===== src/rtl/pcm_fifo_reader.sv =====
// Audio FIFO consumer: a phase accumulator paces frame fetches, and each frame's
// 1/2/4 popped bytes are assembled into signed 16-bit left/right samples.
module pcm_fifo_reader #(
    parameter int unsigned RATE_MAX = 128
) (
    input  logic        clk,
    input  logic        rst,
    input  logic        sample_tick,
    input  logic [7:0]  rate,
    input  logic        mode_16bit,
    input  logic        mode_stereo,
    input  logic [7:0]  fifo_rddata,
    input  logic        fifo_empty,
    output logic        fifo_rd_en,
    output logic [15:0] left_data,
    output logic [15:0] right_data,
    output logic        sample_strobe,
    output logic        underrun,
    output logic        busy
);

    localparam logic [7:0] RateCap = 8'(RATE_MAX);

    typedef enum logic [1:0] {StIdle, StFetch, StCapture, StDone} state_e;

    state_e          state_q, state_d;
    logic [6:0]      acc_q, acc_d;
    logic            pending_q, pending_d;
    logic [1:0]      idx_q, idx_d;
    logic [3:0][7:0] bytes_q, bytes_d;
    logic            is16_q, is16_d;
    logic            stereo_q, stereo_d;
    logic [15:0]     left_q, left_d;
    logic [15:0]     right_q, right_d;

    logic [7:0]      rate_eff;
    logic [7:0]      sum;
    logic            overflow;
    logic            start;
    logic [1:0]      last_idx;
    logic [3:0][7:0] bytes_c;

    always_comb begin
        rate_eff = (rate > RateCap) ? RateCap : rate;
        sum      = {1'b0, acc_q} + rate_eff;
        overflow = sample_tick & sum[7];
        acc_d    = sample_tick ? sum[6:0] : acc_q;
    end

    // Index of the final byte of the latched frame: 0, 1 or 3.
    assign last_idx = {is16_q & stereo_q, is16_q | stereo_q};

    always_comb begin
        state_d       = state_q;
        pending_d     = pending_q;
        idx_d         = idx_q;
        bytes_d       = bytes_q;
        is16_d        = is16_q;
        stereo_d      = stereo_q;
        left_d        = left_q;
        right_d       = right_q;
        bytes_c       = bytes_q;
        start         = 1'b0;
        fifo_rd_en    = 1'b0;
        underrun      = 1'b0;
        sample_strobe = 1'b0;

        unique case (state_q)
            StIdle: begin
                if (overflow || pending_q) begin
                    start     = 1'b1;
                    pending_d = 1'b0;
                end
            end
            StFetch: begin
                if (overflow) pending_d = 1'b1;
                if (fifo_empty) begin
                    underrun = 1'b1;
                    state_d  = StIdle;
                end else begin
                    fifo_rd_en = 1'b1;
                    state_d    = StCapture;
                end
            end
            StCapture: begin
                if (overflow) pending_d = 1'b1;
                bytes_c[idx_q] = fifo_rddata;
                bytes_d        = bytes_c;
                if (idx_q == last_idx) begin
                    if (is16_q) begin
                        left_d  = {bytes_c[1], bytes_c[0]};
                        right_d = stereo_q ? {bytes_c[3], bytes_c[2]} : {bytes_c[1], bytes_c[0]};
                    end else begin
                        left_d  = {bytes_c[0], 8'h00};
                        right_d = stereo_q ? {bytes_c[1], 8'h00} : {bytes_c[0], 8'h00};
                    end
                    state_d = StDone;
                end else begin
                    idx_d   = idx_q + 2'd1;
                    state_d = StFetch;
                end
            end
            StDone: begin
                sample_strobe = 1'b1;
                state_d       = StIdle;
                // A same-cycle overflow with pending set replaces the consumed pending.
                if (overflow || pending_q) begin
                    start     = 1'b1;
                    pending_d = pending_q & overflow;
                end
            end
            default: state_d = StIdle;
        endcase

        if (start) begin
            state_d  = StFetch;
            idx_d    = 2'd0;
            bytes_d  = '0;
            is16_d   = mode_16bit;
            stereo_d = mode_stereo;
        end
    end

    always_ff @(posedge clk or posedge rst) begin
        if (rst) begin
            state_q   <= StIdle;
            acc_q     <= '0;
            pending_q <= 1'b0;
            idx_q     <= '0;
            bytes_q   <= '0;
            is16_q    <= 1'b0;
            stereo_q  <= 1'b0;
            left_q    <= '0;
            right_q   <= '0;
        end else begin
            state_q   <= state_d;
            acc_q     <= acc_d;
            pending_q <= pending_d;
            idx_q     <= idx_d;
            bytes_q   <= bytes_d;
            is16_q    <= is16_d;
            stereo_q  <= stereo_d;
            left_q    <= left_d;
            right_q   <= right_d;
        end
    end

    assign left_data  = left_q;
    assign right_data = right_q;
    assign busy       = (state_q != StIdle);

endmodule


===== config.mk =====
export PLATFORM = sky130hd
export DESIGN_NAME = pcm_fifo_reader
export DESIGN_NICKNAME = d
export VERILOG_FILES = /design/src/rtl/pcm_fifo_reader.sv
export SDC_FILE = /design/constraint.sdc
export NUM_CORES = 1
export LEC_CHECK = 0
export CORE_UTILIZATION = 55
export CTS_BUF_LIST = sky130_fd_sc_hd__clkbuf_16
export DETAILED_ROUTE_END_ITERATION = 10
export GPL_TIMING_DRIVEN = 0
export PLACE_DENSITY = 0.8
export SLEW_MARGIN = 20
export SYNTH_ARGS = -nofsm -noshare
export SYNTH_HDL_FRONTEND = slang
export SYNTH_SLANG_ARGS = --single-unit

===== constraint.sdc =====
create_clock -name clk -period 3.2 [get_ports clk]
set_input_delay 0.64 -clock clk [delete_from_list [all_inputs] [get_ports clk]]
set_output_delay 0.64 -clock clk [all_outputs]
set_load 0.005 [all_outputs]

==> results of run 1 <==
-- layout make-up --
class / instances / share of cell area (%)
Clock inverter: 7 / 2.12
Clock buffer: 9 / 4.19
Multi-Input combinational cell: 293 / 39.7
Timing Repair Buffer: 57 / 11.0
Buffer: 27 / 2.44
Inverter: 27 / 1.93
Tap cell: 99 / 2.31
Sequential cell: 78 / 36.3
-- how the worst max path moves through the flow --
stage	endpoint	slack [ns]
final	stereo_q$_DFFE_PP0P_	0.30
after global placement	left_data[0]$_DFFE_PP0P_	-0.66
after global routing	stereo_q$_DFFE_PP0P_	0.15
after CTS	stereo_q$_DFFE_PP0P_	0.01
after floorplan	acc_q[0]$_DFFE_PP0P_	0.56
after detailed placement	is16_q$_DFFE_PP0P_	-0.26
-- routing by layer --
layer / track usage, % / up-vias
li1: - / 1608
met1: 34.0 / 1653
met2: 42.4 / 101
met3: 4.21 / 24
met4: 11.8 / 0
met5: 0 / -
-- cells in the mapped netlist (all sizes together) --
| cell type | n | area, um^2 |
|---|---|---|
| o311ai | 1 | 8.76 |
| a211o | 2 | 17.5 |
| nand2 | 39 | 146 |
| o21ai | 3 | 15.0 |
| a21o | 4 | 30.0 |
| inv | 26 | 97.6 |
| nor3 | 8 | 40.0 |
| and3 | 1 | 6.26 |
| a211oi | 11 | 92.6 |
| or4 | 1 | 7.51 |
| buf | 15 | 86.3 |
| and2 | 1 | 6.26 |
| a31oi | 1 | 6.26 |
| mux2 | 39 | 439 |
| clkbuf | 12 | 45.0 |
| o21bai | 2 | 15.0 |
| or3 | 1 | 11.3 |
| clkinv | 1 | 3.75 |
| o211ai | 8 | 60.1 |
| and4 | 1 | 8.76 |
| nor4 | 2 | 12.5 |
| nand3 | 16 | 80.1 |
| nor2 | 38 | 143 |
| fa | 1 | 20.0 |
| dfrtp | 78 | 1950 |
| a2111o | 1 | 11.3 |
| nor3b | 1 | 7.51 |
| a21oi | 33 | 165 |
| xnor2 | 6 | 52.6 |
| mux2i | 49 | 490 |
| ha | 15 | 188 |
| nor2b | 8 | 50.1 |
-- flip-flops by register name, summed over array words and instances (netlist names) --
signal      count
acc_q           7
bytes_q        32
idx_q           2
is16_q          1
left_data      16
pending_q       1
right_data     16
state_q         2
stereo_q        1
-- per-stage QoR --
stage	area, um^2	hold WS, ns	setup TNS, ns	util [%]	worst slack [ns]
after floorplan	4320	0.481	0	-	0.565
after global placement	5000	0.477	-54.28	67.5	-0.656
after detailed placement	5030	0.480	-5.00	67.9	-0.257
after CTS	5370	0.494	0	72.5	0.0104
after global routing	5370	0.514	0	72.5	0.148
final	5370	0.490	0	72.5	0.297
-- kinds of logic after synthesis --
logic type                 after synthesis  share of synthesized area, %
buffers and inverters                   54                          5.39
and+or+nand+nor                        117                          12.0
xor gates and xnor gates                 6                          1.22
AOI/OAI and AO/OA                       66                          9.77
muxes                                   88                          21.5
DFF                                     78                          45.2
adders and majority gates               16                          4.81
-- critical path, stage by stage --
cell             delay (ns)
clkdlybuf4s50_1        0.45
nor2b_2                0.18
ha_1                   0.27
a211oi_2               0.28
nor4_1                 0.11
or3_4                  0.40
a31oi_1                0.24
buf_4                  0.23
mux2_1                 0.33
-- where the power goes --
group          leakage [nW]  switching (W)  internal (W)
registers              1.01       0.000227       0.00140
clock network         0.164       0.000401      0.000757
logic                  1.28        0.00131       0.00124
-- repair_timing --
item                                    in CTS  in global routing
hold buffers                                 0                  0
resized for setup                            0                  2
endpoints found under the setup margin       0                 22
==> flow_metrics.env, run 1 <==
export IMPL_hold_path_end="left_data[8]$_DFFE_PP0P_"
export IMPL_final_common_cell="dfrtp_1"
export IMPL_grt_pass1_wl_um=16800
export IMPL_drtIter0Drc=259
export IMPL_core_um2=7410
export IMPL_fmax_mhz=344
export IMPL_grt_use_total_pct=26.0
export IMPL_r2r_start="idx_q[1]$_DFFE_PP0P_"
export IMPL_grt_overflow_total=0
export IMPL_met2_length_um=4620
export IMPL_die_height_um=90.6
export IMPL_p_leak_nw=2.45
export IMPL_htreeDepth=3
export IMPL_postCtsSetupBuffers=0
export IMPL_reg2reg_to="right_data[15]$_DFFE_PP0P_"
export IMPL_slew_headroom_pct=58.0
export IMPL_post_place_cells=581
export IMPL_final_cells=597
export IMPL_drcViolationCount=0
export IMPL_dr_max_layer_used="met4"
export IMPL_n_antenna_cell=0
export IMPL_synth_area_um2=4320
export IMPL_grt_pass1_vias=3488
export IMPL_tritoncts="yes"
export IMPL_ys_types=37
export IMPL_layout_common_cells="dfrtp_1 (78), clkdlybuf4s50_1 (55), mux2i_1 (49), nand2_1 (39), nor2_1 (38)"
export IMPL_antenna_found_initial=0
export IMPL_vdd_ir_drop_max_mv=0.486
export IMPL_nNetsFinal=531
export IMPL_min_delay_path_depth=1
export IMPL_ys_warn_count=0
export IMPL_first_pass_iters=4
export IMPL_wl_um=9800
export IMPL_seq_area_um2=1950
export IMPL_start_util_pct=58.3
export IMPL_path_clk_slew_ns=0.06
export IMPL_syn_inst=425
export IMPL_vias=3386
export IMPL_wl_met1_um=4350
export IMPL_n_fill_cell=539
export IMPL_critical_path_required_ns=3.42
export IMPL_hold_start="left_data[8]$_DFFE_PP0P_"
export IMPL_synth_nets=463
export IMPL_finalHoldViolCount=0
export IMPL_grt_max_degree=57
export IMPL_critical_path_arrival_ns=3.13
export IMPL_antenna_left=0
export IMPL_startpoint="rate[1]"
export IMPL_cap_violations=0
export IMPL_ys_seq_elements=78
export IMPL_rows=31
export IMPL_numCtsBuffers=9
export IMPL_wl_met3_um=601
export IMPL_drive_gt1_share_pct=11.2
export IMPL_die_x_um=90.6
export IMPL_setup_viol=0
export IMPL_ys_seq_area_share_pct=45.2
export IMPL_r2r_setup_slack_ns=0.67
export IMPL_powerDensity_nw_per_um2=993
export IMPL_clock_sinks=78
export IMPL_place_gp_congestion=0.866
export IMPL_worstRegToRegCells=8
export IMPL_place_detailed_hpwl_um=6970
export IMPL_routed_wire_length_per_instance_um=16.4
export IMPL_tightest_slew_ns=0.630
export IMPL_fin_crit_sh_pct=90.7
export IMPL_end_kind="flip-flop"
export IMPL_clk_latency_ns=0.34
export IMPL_outcome="complete, no violations"
export IMPL_cp_start_kind="input port"
export IMPL_cts_path_max_buffers=2
export IMPL_rsz0062_at_grt="no"
export IMPL_skew_ns=0.00730
export IMPL_hold_class="reg2reg"
export IMPL_io_buffers=56
export IMPL_drv_slew=0
export IMPL_multi_input_area_um2=2130
export IMPL_fin_crit_ns=2.90
export IMPL_cts_root_buf="clkbuf_16"
export IMPL_setup_worst_path_class="in2reg"
export IMPL_cp_max_fo=10
export IMPL_post_synth_cell_area_avg_um2=10.2
export IMPL_io_pins=58
export IMPL_vias_per_cell=5.67
export IMPL_dieArea_um2=8200
export IMPL_area_delta_synth_final_pct=24.5
export IMPL_power_w=0.00533
No activity file was read; power rests on OpenSTA's default activity.
==> run 2: changes to the inputs <==
--- a/config.mk
+++ b/config.mk
@@ -5,11 +5,13 @@
 export SDC_FILE = /design/constraint.sdc
 export NUM_CORES = 1
 export LEC_CHECK = 0
+export CORE_ASPECT_RATIO = 0.5
 export CORE_UTILIZATION = 55
 export CTS_BUF_LIST = sky130_fd_sc_hd__clkbuf_16
 export DETAILED_ROUTE_END_ITERATION = 10
 export GPL_TIMING_DRIVEN = 0
 export PLACE_DENSITY = 0.8
+export RECOVER_POWER = 100
 export SLEW_MARGIN = 20
 export SYNTH_ARGS = -nofsm -noshare
 export SYNTH_HDL_FRONTEND = slang
==> flow_metrics.env, run 2 (synthesized netlist as in run 1, its figures left out) <==
export IMPL_rsz0062_at_grt="no"
export IMPL_post_place_cells=590
export IMPL_path_clk_slew_ns=0.06
export IMPL_min_delay_path_depth=1
export IMPL_fin_crit_sh_pct=93.3
export IMPL_violations="max-capacitance violations, max-slew violations"
export IMPL_fmax_mhz=335
export IMPL_seq_area_um2=1950
export IMPL_n_antenna_cell=0
export IMPL_post_cts_resized=0
export IMPL_path_depth=9
export IMPL_crit_slowest_cell="clkdlybuf4s50_1"
export IMPL_post_dp_cell_area_um2=5030
export IMPL_fin_crit_ns=2.99
export IMPL_final_common_cell="dfrtp_1"
export IMPL_grt_overflow_total=0
export IMPL_hold_start="right_data[8]$_DFFE_PP0P_"
export IMPL_cp_max_fo=10
export IMPL_cap_violations=1
export IMPL_numCtsBuffers=9
export IMPL_multi_input_area_um2=2120
export IMPL_die_height_um=64.6
export IMPL_grt_pass1_vias=3323
export IMPL_cp_cell_sequence="clkdlybuf4s50_1 -> nor2b_2 -> ha_1 -> a211oi_2 -> nor4_1 -> or3_1 -> a31oi_1 -> buf_4 -> mux2_1"
export IMPL_top_register="bytes_q"
export IMPL_tritoncts="yes"
export IMPL_r2r_start="idx_q[1]$_DFFE_PP0P_"
export IMPL_largest_reg_flops=32
export IMPL_drv_slew=41
export IMPL_setup_viol=0
export IMPL_skew_ns=0.00387
export IMPL_core_um2=7460
export IMPL_area_delta_synth_final_pct=24.1
export IMPL_n_fill_cell=567
export IMPL_antenna_left=0
export IMPL_grt_max_degree=42
export IMPL_cp_start_kind="input port"
export IMPL_outcome="finished with violations"
export IMPL_finalHoldViolCount=0
export IMPL_routed_wire_length_per_instance_um=16.1
export IMPL_antenna_found_initial=0
export IMPL_vias=3408
export IMPL_drive_gt1_share_pct=9.04
export IMPL_clk_latency_ns=0.33
export IMPL_path_delay_family="buffers and inverters"
export IMPL_cts_path_max_buffers=2
export IMPL_io_pins=58
export IMPL_end_kind="flip-flop"
export IMPL_start_util_pct=57.8
export IMPL_slew_headroom_pct=-18.2
export IMPL_vias_per_cell=5.62
export IMPL_critical_path_required_ns=3.41
export IMPL_final_cells=606
export IMPL_rows=22
export IMPL_vdd_ir_drop_max_mv=0.512
export IMPL_drcViolationCount=0
export IMPL_dieArea_um2=8230
export IMPL_clock_sinks=78
export IMPL_wl_um=9780
export IMPL_power_w=0.00521
export IMPL_crit_buf_inv=2
export IMPL_critPathMaxStageDelay_ns=0.46
export IMPL_grt_use_total_pct=26.6
export IMPL_p_leak_nw=2.50
export IMPL_finalSetupTns_ns=0
export IMPL_cts_root_buf="clkbuf_16"
export IMPL_place_gp_congestion=0.846
export IMPL_drtIter0Drc=266
export IMPL_first_pass_iters=6
export IMPL_startpoint="rate[1]"
export IMPL_setup_worst_path_class="in2reg"
export IMPL_die_x_um=127
export IMPL_place_detailed_hpwl_um=7000
export IMPL_grt_pass1_wl_um=16400
export IMPL_hold_class="reg2reg"
export IMPL_powerDensity_nw_per_um2=972
export IMPL_nNetsFinal=531
export IMPL_final_area_um2=5360
export IMPL_io_buffers=56
export IMPL_tightest_slew_ns=1.76
export IMPL_layout_common_cells="dfrtp_1 (78), mux2i_1 (49), nand2_1 (39), nor2_1 (38), dlygate4sd3_1 (37)"
export IMPL_htreeDepth=3
export IMPL_critical_path_arrival_ns=3.20
export IMPL_ctsHoldBuffers=0
export IMPL_worstRegToRegCells=8
export IMPL_postCtsSetupBuffers=0
## run 2: stage by stage
step / hold slack [ns] / utilization (%) / setup slack [ns]
3_5_place_dp: 0.484 / 67.5 / -0.298
3_3_place_gp: 0.476 / 67.2 / -0.724
6_report: 0.488 / 71.8 / 0.213
2_1_floorplan: 0.481 / - / 0.565
4_1_cts: 0.497 / 72.0 / 0.0152
5_1_grt: 0.505 / 71.8 / 0.0967
## run 2: area by class of cell
| type | instances | share of cell area [%] |
|---|---|---|
| multi-input cells | 293 | 39.6 |
| flip-flops and latches | 78 | 36.4 |
| repair buffers | 57 | 10.9 |
| clock buffers | 9 | 4.21 |
| well taps | 108 | 2.52 |
| plain buffers | 27 | 2.27 |
| clock inverters | 7 | 2.10 |
| inverters | 27 | 1.92 |
## run 2: worst paths after layout
kind,endpoint,slack (ns)
setup / recovery,stereo_q$_DFFE_PP0P_,0.21
max in group asynchronous,bytes_q[17]$_DFFE_PP0P_,1.15
hold / removal,right_data[8]$_DFFE_PP0P_,0.49
hold reg to reg,right_data[8]$_DFFE_PP0P_,0.49
setup reg to reg,right_data[15]$_DFFE_PP0P_,0.56
min in group asynchronous,acc_q[3]$_DFFE_PP0P_,1.20
## run 2: worst register-to-register path, delay by kind of cell (launching register included)
kind | cells | cell delay, ns
compound gates | 1 | 0.11
fa+ha+maj | 1 | 0.16
buf+inv | 3 | 0.98
flops | 1 | 0.46
mux | 3 | 0.82
## run 2: power by group
group / internal, W / switching, W
clock: 0.000758 / 0.000404
combinational: 0.00114 / 0.00128
sequential: 0.00140 / 0.000218
total: 0.00330 / 0.00190
## run 2: metal layers
| layer | vias to the layer above | part of all wire [%] | wire length [um] | global-route usage, % |
|---|---|---|---|---|
| met1 | 1657 | 45 | 4450 | 35.2 |
| met5 | - | 0 | 0 | 0 |
| met4 | 0 | 1.7 | 163 | 9.23 |
| met3 | 19 | 7.4 | 726 | 8.26 |
| li1 | 1618 | - | - | - |
| met2 | 114 | 45 | 4440 | 41.5 |
